## src/rtl/cpu_run_ctrl.sv

```systemverilog
// Run/halt/step/breakpoint controller that gates the CPU core clock enable.
// Also debounces the step button and counts executed cycles.
module cpu_run_ctrl #(
    parameter int unsigned DEBOUNCE_CYCLES = 4,
    parameter int unsigned CNT_W           = 32
) (
    input  logic             clock,
    input  logic             reset,
    input  logic             run_sw,
    input  logic             step_btn,
    input  logic             bp_en,
    input  logic [31:0]      bp_addr,
    input  logic [31:0]      pc,
    input  logic             halt_req,
    input  logic             clr_cnt,
    output logic             cpu_en,
    output logic [1:0]       state,
    output logic             bp_hit,
    output logic [CNT_W-1:0] cycle_count
);

    typedef enum logic [1:0] {
        StIdle = 2'd0,
        StRun  = 2'd1,
        StStep = 2'd2,
        StHalt = 2'd3
    } state_e;

    state_e            state_q, state_d;
    logic              bp_hit_q, bp_hit_d;
    logic [CNT_W-1:0]  cycle_count_q, cycle_count_d;
    logic              sync1_q, sync2_q;
    logic              db_q, db_d;
    logic              db_dly_q;
    logic [15:0]       db_cnt_q, db_cnt_d;
    logic [16:0]       db_cnt_inc;
    logic              step_pulse;
    logic              bp_match;

    // Debounce: the synchronized level must disagree with db for DEBOUNCE_CYCLES edges.
    always_comb begin
        db_d       = db_q;
        db_cnt_d   = 16'd0;
        db_cnt_inc = {1'b0, db_cnt_q} + 17'd1;
        if (sync2_q != db_q) begin
            if (db_cnt_inc == 17'(DEBOUNCE_CYCLES)) begin
                db_d = ~db_q;
            end else begin
                db_cnt_d = db_cnt_inc[15:0];
            end
        end
    end

    assign step_pulse = db_q & ~db_dly_q;
    assign bp_match   = bp_en && (pc == bp_addr);

    always_comb begin
        cpu_en = 1'b0;
        if ((state_q == StRun) && !bp_match && !halt_req) begin
            cpu_en = 1'b1;
        end else if (state_q == StStep) begin
            cpu_en = 1'b1;
        end
    end

    always_comb begin
        state_d  = state_q;
        bp_hit_d = bp_hit_q;
        unique case (state_q)
            StIdle: begin
                if (halt_req) begin
                    state_d = StHalt;
                end else if (run_sw) begin
                    state_d = StRun;
                end else if (step_pulse) begin
                    state_d = StStep;
                end
            end
            StRun: begin
                if (halt_req) begin
                    state_d = StHalt;
                end else if (bp_match) begin
                    state_d  = StHalt;
                    bp_hit_d = 1'b1;
                end else if (!run_sw) begin
                    state_d = StIdle;
                end
            end
            StStep: begin
                state_d = StIdle;
            end
            StHalt: begin
                if (!run_sw && !halt_req) begin
                    state_d  = StIdle;
                    bp_hit_d = 1'b0;
                end
            end
            default: state_d = StIdle;
        endcase
    end

    always_comb begin
        cycle_count_d = cycle_count_q;
        if (clr_cnt) begin
            cycle_count_d = '0;
        end else if (cpu_en) begin
            cycle_count_d = cycle_count_q + CNT_W'(1);
        end
    end

    always_ff @(posedge clock or negedge reset) begin
        if (!reset) begin
            state_q       <= StIdle;
            bp_hit_q      <= 1'b0;
            cycle_count_q <= '0;
            sync1_q       <= 1'b0;
            sync2_q       <= 1'b0;
            db_q          <= 1'b0;
            db_dly_q      <= 1'b0;
            db_cnt_q      <= 16'd0;
        end else begin
            state_q       <= state_d;
            bp_hit_q      <= bp_hit_d;
            cycle_count_q <= cycle_count_d;
            sync1_q       <= step_btn;
            sync2_q       <= sync1_q;
            db_q          <= db_d;
            db_dly_q      <= db_q;
            db_cnt_q      <= db_cnt_d;
        end
    end

    assign state       = state_q;
    assign bp_hit      = bp_hit_q;
    assign cycle_count = cycle_count_q;

endmodule

```

## config.mk

```make
export PLATFORM = sky130hd
export DESIGN_NAME = cpu_run_ctrl
export DESIGN_NICKNAME = d
export VERILOG_FILES = /design/src/rtl/cpu_run_ctrl.sv
export SDC_FILE = /design/constraint.sdc
export NUM_CORES = 1
export LEC_CHECK = 0
export BUFFER_PORTS_ARGS = -buffer_cell sky130_fd_sc_hd__buf_4
export CAP_MARGIN = 40
export CORE_ASPECT_RATIO = 2
export CORE_MARGIN = 2
export CORE_UTILIZATION = 36
export CTS_CLUSTER_SIZE = 10
export DETAILED_ROUTE_END_ITERATION = 8
export GPL_TIMING_DRIVEN = 0
export PLACE_DENSITY = 0.58
export SLEW_MARGIN = 20
export SYNTH_ARGS = -nofsm -noshare
export SYNTH_HDL_FRONTEND = slang
export SYNTH_SLANG_ARGS = --single-unit
```

## constraint.sdc

```tcl
create_clock -name clock -period 2.1 [get_ports clock]
set_input_delay 0.105 -clock clock [delete_from_list [all_inputs] [get_ports clock]]
set_output_delay 0.105 -clock clock [all_outputs]
set_load 0.1 [all_outputs]
```

Yosys cells after proc, flatten, opt, wreduce, memory -nomap -nowiden
Cells that the tools add are included.
- bits in writable memories: 0
- bits in latches: 0
- memories kept: 0
- output and inout port bits: 36
- bits in read-only memories: 0
- register bits after elaboration: 55
- input bits: 71
- equality and inequality tests: 11
- mux-type cells: 18
- reductions and logical operators: 13
- shift operators: 0
- add/sub/neg operators: 2
- div/mod/pow operators: 0
- order comparisons: 0
- multiply operators: 0
- bitwise operators: 3
- operators by type and width (operator ; count):
    2-to-1 mux 32 bit ; 2
    adder 32 x 1 -> 32 bit, second input constant ; 1
    equality test 32 bit ; 1
    2-to-1 mux 16 bit ; 2
    adder 16 x 1 -> 17 bit, second input constant ; 1
    equality test 17 x 3 -> 1 bit, second input constant ; 1
    2-to-1 mux 2 bit ; 7
    inequality test 4 bit, second input constant ; 2
    case mux 2 bit (4 select lines) ; 1
    inequality test 2 bit, second input constant ; 3
    2-to-1 mux 1 bit ; 5
    equality test 2 bit, second input constant ; 2
    logical AND 1 bit ; 4
    AND reduction 4 bit ; 1
    nonzero test 2 bit ; 2
    logical NOT 1 bit ; 3
    AND reduction 3 bit ; 1
    equality test 2 x 1 -> 1 bit, second input constant ; 1
    logical NOT 2 bit ; 1
    NOT 1 bit ; 2
    case mux 1 bit (2 select lines) ; 1
    AND reduction 2 bit ; 1
    AND 1 bit ; 1
    inequality test 1 bit ; 1

Depth between registers and ports, before layout
Gate-level depths: netlist of the first run.
- word-level depth: 8
- gate-level depth with buffers: 9
- mapped depth without buffers: 7

Worst setup path before layout of the first run
OpenSTA, ideal clock, no wires.
- kind: reg2reg
- start point: register cycle_count_q[5], in the netlist cycle_count[5]
- end point: register cycle_count_q[29], in the netlist cycle_count[29]
- data arrival time: 2.635 ns
- setup slack: -0.660 ns
- buffers on the path: 0
- clock period less this slack: 2.760 ns
- required time: 1.975 ns
- cell stages (with the launch flop): 7
- cell sequence: dfrtp_1 nand3_1 nor3_1 nand3_1 o32a_1 a21boi_0 mux2_2
- longest elaborated chain between the ends: 3
- ends and longest elaborated chain (what ; RTL line ; RTL):
    start, declared ; 31 ; logic [CNT_W-1:0] cycle_count_q, cycle_count_d;
    start signal, assigned ; 124 ; cycle_count_q <= cycle_count_d;
    adder 32 x 1 -> 32 bit ; 107 ; cycle_count_d = cycle_count_q + CNT_W'(1);
    2-to-1 mux 32 bit ; 106 ; end else if (cpu_en) begin
    2-to-1 mux 32 bit ; 104 ; if (clr_cnt) begin
No other way between the ends. The select of a mux whose other input is x is not followed.
A chain may end at the register's enable or synchronous reset.

Final worst setup path of the first run
- start point: register db_cnt_q[2]
- end point: register db_cnt_q[3]
- longest elaborated chain between the ends: 4
- ends and longest elaborated chain (what ; RTL line ; RTL):
    start, declared ; 35 ; logic [15:0] db_cnt_q, db_cnt_d;
    start signal, assigned ; 129 ; db_cnt_q <= db_cnt_d;
    adder 16 x 1 -> 17 bit (*) ; 44 ; db_cnt_inc = {1'b0, db_cnt_q} + 17'd1;
    equality test 17 x 3 -> 1 bit ; 46 ; if (db_cnt_inc == 17'(DEBOUNCE_CYCLES)) begin
    2-to-1 mux 16 bit (*) ; 46 ;
    2-to-1 mux 16 bit (*) ; 45 ; if (sync2_q != db_q) begin
    via db_cnt_d[3] ; 35 ;
Mark *: on every way through the listed nets, which the timed path passes. The rest lies on a longest branch.

==> metrics, run 1 <==
area grow syn2layout 48.9%; Routed Antenna Nets 0; clk buf depth 2; DR vias 3589; hold path depth 3; GRT overflow 0; mapped cell area 0.00368 mm²; ratio of cells with drive above 1 in the final layout 48.2%; top-count cell post-synth dfrtp_1; ranking of synthesized cells by area dfrtp_1 (37%), xnor2_1 (7.6%), mux2_2 (4.0%), xor2_1 (3.8%), a21oi_1 (3.5%); Final Hold Viols 0; Worst Setup End Kind register; Crit-path slowest cell o41ai_4; total CTS buffers 5; post-DR vias/cell 5.30; Cell Rows 52; Port Buffers 105; CTS sink cnt 55; Seq/Total Area, Yosys 37.4%; Setup-failing EPs final 13; final worst setup slack -0.158 ns; CP cell instances buf_6 -> nand3_4 -> buf_12 -> o41ai_4 -> o31ai_2 -> or2_4 -> o41ai_4 -> buf_6 -> nor2_2; initial antenna violation count 0; max cap viols 0; YS warnings 0; post-layout min period 2.26 ns; Worst-Skew Late Latency 0.30 ns; vias in the first global route 3552; Fmax achieved 443 MHz; Clk pwr share 31.9%; die span in y 147 µm; # IOs 107; RSZ-0062 raised after global routing true; hold_ws 0.0541 ns; Power, Total 3.09 mW; Sw Share 31.1%; Die Footprint 0.0111 mm²; final wirelength 11600 µm; Chip Width 75.5 µm; Gate power share 29.9%; cell count after synthesis 404; WL/cell 17.2 µm; Post-synth top cells dfrtp_1 (55), nor2_1 (32), xnor2_1 (32), a21oi_1 (26), nand3_1 (26); maximum vdd ir drop 0.000543 V; Sequential Power Share 38.2%; CTS tree yes; P per Cell Area 565 mW/mm²; Initial Util 36.7%; Slew @ Worst Pin 0.573 ns; number of synthesized register bits 55; Net Count, Synth 477; n_diodes 0; P_leak 2.20 nW; Synth Flop Type dfrtp_1; Worst Setup Start Kind register; CTS root buffer clkbuf_16; Async SR Flop Fraction 100%; crit-path max cell delay 0.41 ns; Mean Syn Cell Area 9.11 µm²; status finished with violations; Pint 2.13 mW; Sw Pwr 0.963 mW; CP Data Arrival Time 2.44 ns; library cells used by synthesis 62; Synth area leader dfrtp_1; Slew Limit Fails 0; Tcrit/Tclk final 108%; Setup CP Type register to register; CTS clk-pin slew, worst paths 0.07 ns; Post-synth EDFFs 0; Hold Crit Class primary input to register; failing checks negative setup slack; core area 0.0100 mm²; first-pass GRT wire length 17400 µm; # fillers 943; number of DRC markers in iteration 0 104; top-area cell type share of the netlist area 37.4%; post-detail-place hpwl 8630 µm; critical path required time 2.28 ns; H-tree depth 2; Worst R2R Path Depth 9; Slew HR 61.8%; DRC Markers 0; Placer Congestion 0.809; clock skew 0.00911 ns; overall global routing resource usage 20.6%; largest net degree at the start of global routing 56; drt pass-1 iters 5; CP Max Fanout 7; Nets 614
==> cells in the final DEF (no fill, tap or decap), types with 5 or more instances in the layout <==
| master | n |
|---|---|
| clkbuf_1 | 5 |
| buf_6 | 8 |
| nor4_1 | 5 |
| xor2_1 | 16 |
| xnor2_1 | 31 |
| nand2_1 | 21 |
| clkbuf_16 | 5 |
| buf_4 | 126 |
| dfrtp_4 | 17 |
| nor2b_1 | 15 |
| nor2_1 | 25 |
| o31ai_1 | 6 |
| dfrtp_2 | 17 |
| inv_1 | 7 |
| dfrtp_1 | 21 |
| nand4_1 | 16 |
| nand3_1 | 22 |
| or4_1 | 8 |
| nor2_2 | 14 |
| mux2_2 | 12 |
| and3_1 | 9 |
| or3_1 | 6 |
| a21oi_1 | 21 |
| o21ai_1 | 6 |
| nand2b_1 | 6 |
==> logic make-up (layout without fill, tap and decap cells) <==
group | count (synthesis) | count (layout) | share of synthesized area (%)
buffers and inverters | 21 | 159 | 3.09
AND/OR/NAND/NOR | 192 | 192 | 29.5
AO/OA/AOI/OAI | 68 | 68 | 12.3
adder cells (fa/ha/maj) | 2 | 2 | 0.680
flip-flops | 55 | 55 | 37.4
XOR/XNOR | 48 | 48 | 11.4
multiplexers | 18 | 18 | 5.58
==> critical path, delay by kind of cell, from the launching register on <==
kind                   cells  cell delay (ns)
flip-flops                 1             0.34
buffers and inverters      3             0.49
AO/OA/AOI/OAI              3             0.91
AND/OR/NAND/NOR            3             0.40
==> worst paths after layout <==
kind,start,end,slack (ns)
worst max-delay path,db_cnt_q[2],db_cnt_q[3],-0.16
worst min-delay path,run_sw,state[0],0.05
worst max register to register,db_cnt_q[2],db_cnt_q[3],-0.16
worst min register to register,sync1_q,sync2_q,0.35
max in group asynchronous,reset,cycle_count[19],1.38
min in group asynchronous,reset,cycle_count[23],0.20
==> through the flow <==
| step | utilization [%] | instances | TNS (ns) | area (µm²) | worst slack (ns) |
|---|---|---|---|---|---|
| floorplan | - | 404 | -0.557 | 3820 | -0.0472 |
| global placement | 47.7 | 644 | -14.33 | 4780 | -0.545 |
| detailed placement | 47.7 | 644 | -14.88 | 4780 | -0.553 |
| CTS | 52.2 | 669 | -1.47 | 5230 | -0.125 |
| global route | 54.7 | 677 | -2.48 | 5480 | -0.206 |
| finish | 54.7 | 677 | -1.83 | 5480 | -0.158 |
==> final cells by class <==
class	instances	area, µm²	area share [%]
Inverter	7	26.3	0.480
Clock buffer	6	139	2.54
Multi-Input combinational cell	328	2530	46.1
Tap cell	135	169	3.08
Clock inverter	2	35.0	0.640
Timing Repair Buffer	131	1020	18.6
Buffer	13	103	1.87
Sequential cell	55	1460	26.7
==> power groups by stage <==
stage                     registers (mW)  logic [mW]  clock network (mW)
after global routing                1.19       0.994                1.04
after detailed placement            1.20       0.724                   0
after floorplan                     1.29       0.369                   0
after CTS                           1.17       0.857                1.02
after global placement              1.20       0.716                   0
final                               1.18       0.925               0.987
==> what timing repair did <==
item	in CTS	in global routing
buffers inserted	15	7
setup endpoints to repair	36	34
endpoints found under the hold margin	56	0
pin swaps	24	14
resized for setup	34	32
hold buffers	2	0
gates cloned	1	0
==> state kept, by name, summed over array words and instances (netlist names) <==
signal,flops
sync1_q,1
db_cnt_q,16
db_dly_q,1
db_q,1
state,2
cycle_count,32
bp_hit,1
sync2_q,1
==> routing by layer <==
| metal | up-vias | global-route usage (%) | wire length, µm |
|---|---|---|---|
| li1 | 1744 | - | - |
| met1 | 1728 | 18.8 | 3830 |
| met2 | 98 | 41.8 | 6940 |
| met3 | 19 | 2.95 | 555 |
| met4 | 0 | 7.89 | 326 |
| met5 | - | 0 | 0 |
Power figures use the tool's default switching activity.
==> run 2: changes to the inputs <==
- RECOVER_POWER: not set -> 25
==> run 2 against run 1 <==
Effect of this change:
- the flow still finishes with violations (negative setup slack)
- first-iteration DRC count is 18% higher
- maximum frequency about the same
- global-route usage is the same
- count of clock-buffer cells in the layout stayed put
- die area unchanged
- cell area is 0.30% lower
- flip-flop and latch count is the same
- worst setup slack got worse by 0.0017 ns
- utilization down 0.16 points
- power decreased by 0.14%
- combinational power is essentially flat
- largest power group unchanged
==> metrics, run 2 (same netlist as run 1, synthesis figures left out) <==
core area 0.0100 mm²; vias in the first global route 3552; first-pass GRT wire length 17400 µm; max reg flops 32; clock skew 0.00865 ns; n_diodes 0; DRC Markers 0; Cell Rows 52; Worst-Skew Late Latency 0.30 ns; Setup CP Type register to register; Setup-failing EPs final 13; # IOs 107; final wirelength 11700 µm; initial antenna violation count 0; clk buf depth 2; max cap viols 0; Nets 614; Tcrit/Tclk final 108%; P_leak 2.19 nW; Port Buffers 105; GRT overflow 0; H-tree depth 2; ratio of cells with drive above 1 in the final layout 48.0%; Placement Setup Slack -0.553 ns; Initial Util 36.7%; Final Hold Viols 0; post-DR vias/cell 5.31; die span in y 147 µm; DR vias 3593; total CTS buffers 5; post-detail-place hpwl 8630 µm; failing checks negative setup slack; maximum vdd ir drop 0.000543 V; final worst setup slack -0.160 ns; CTS root buffer clkbuf_16; drt pass-1 iters 4; CTS clk-pin slew, worst paths 0.07 ns; Slew @ Worst Pin 0.859 ns; Hold Crit Class primary input to register; Setup TNS -1.84 ns; largest net degree at the start of global routing 56; post-layout min period 2.26 ns; status finished with violations; WL/cell 17.2 µm; RSZ-0062 raised after global routing true; CTS sink cnt 55; commonest cells after routing, fill and taps aside buf_4 (124), xnor2_1 (31), nor2_1 (25); Die Footprint 0.0111 mm²; commonest non-fill, non-tap cell in the layout buf_4; post-layout util 54.5%; CP Max Fanout 7; Fmax achieved 443 MHz; CTS tree yes; Routed Antenna Nets 0; overall global routing resource usage 20.6%; critical path required time 2.28 ns; P per Cell Area 566 mW/mm²; number of DRC markers in iteration 0 123; area grow syn2layout 48.4%; # fillers 944; Worst Setup End Kind register; Placer Congestion 0.809; Chip Width 75.5 µm; Worst Setup Start Kind register; Slew HR 42.8%; CP Data Arrival Time 2.44 ns; Slew Limit Fails 0
-- run 2: path summary, 6_finish.rpt --
check	from	end	slack, ns	cells after the start
worst max-delay path	db_cnt_q[2]	db_cnt_q[3]	-0.16	9
max in group asynchronous	reset	cycle_count[5]	0.43	3
worst max register to register	db_cnt_q[2]	db_cnt_q[3]	-0.16	9
min in group asynchronous	reset	cycle_count[22]	0.42	2
worst min-delay path	run_sw	state[0]	0.05	3
worst min register to register	sync1_q	sync2_q	0.35	0
-- run 2: timing repair --
action / in CTS / in global routing
endpoints found under the hold margin: 56 / 0
gates resized for setup: 34 / 32
pin swaps: 24 / 14
hold buffers: 2 / 0
setup endpoints to repair: 36 / 34
setup buffers: 15 / 7
gates cloned: 1 / 0
-- run 2: layer usage --
layer / vias to the layer above / wire length, µm / share of wire [%] / global-route usage [%]
met3: 21 / 546 / 4.7 / 2.95
li1: 1745 / - / - / -
met2: 96 / 6960 / 60 / 41.8
met1: 1731 / 3810 / 33 / 18.8
met5: - / 0 / 0 / 0
met4: 0 / 345 / 3.0 / 7.89
-- run 2: power breakdown --
group | internal [mW] | switching [mW] | total [mW]
Clock | 0.594 | 0.392 | 0.986
Combinational | 0.411 | 0.511 | 0.922
Sequential | 1.12 | 0.0594 | 1.18
-- run 2: worst max-delay path: stages (launching register included) --
cell     delay, ns
dfrtp_1       0.34
buf_6         0.13
nand3_4       0.11
buf_12        0.15
o41ai_4       0.37
o31ai_2       0.13
or2_4         0.25
o41ai_4       0.41
buf_6         0.21
nor2_2        0.04
-- run 2: metrics by stage --
step | cell area (µm²) | hold slack [ns] | total power [mW] | std cells
floorplan | 3820 | -0.191 | 1.66 | 404
CTS | 5230 | 0.0564 | 3.05 | 669
finish | 5460 | 0.0547 | 3.09 | 677
global placement | 4780 | 0.215 | 1.91 | 644
detailed placement | 4780 | 0.216 | 1.93 | 644
global route | 5460 | 0.0843 | 3.22 | 677
-- run 2: final cells by class --
class	count	area (µm²)	area share, %
Clock buffer	6	139	2.54
Tap cell	135	169	3.09
Inverter	7	26.3	0.481
Clock inverter	2	35.0	0.641
Timing Repair Buffer	131	1000	18.3
Multi-Input combinational cell	328	2530	46.3
Sequential cell	55	1460	26.8
Buffer	13	103	1.88
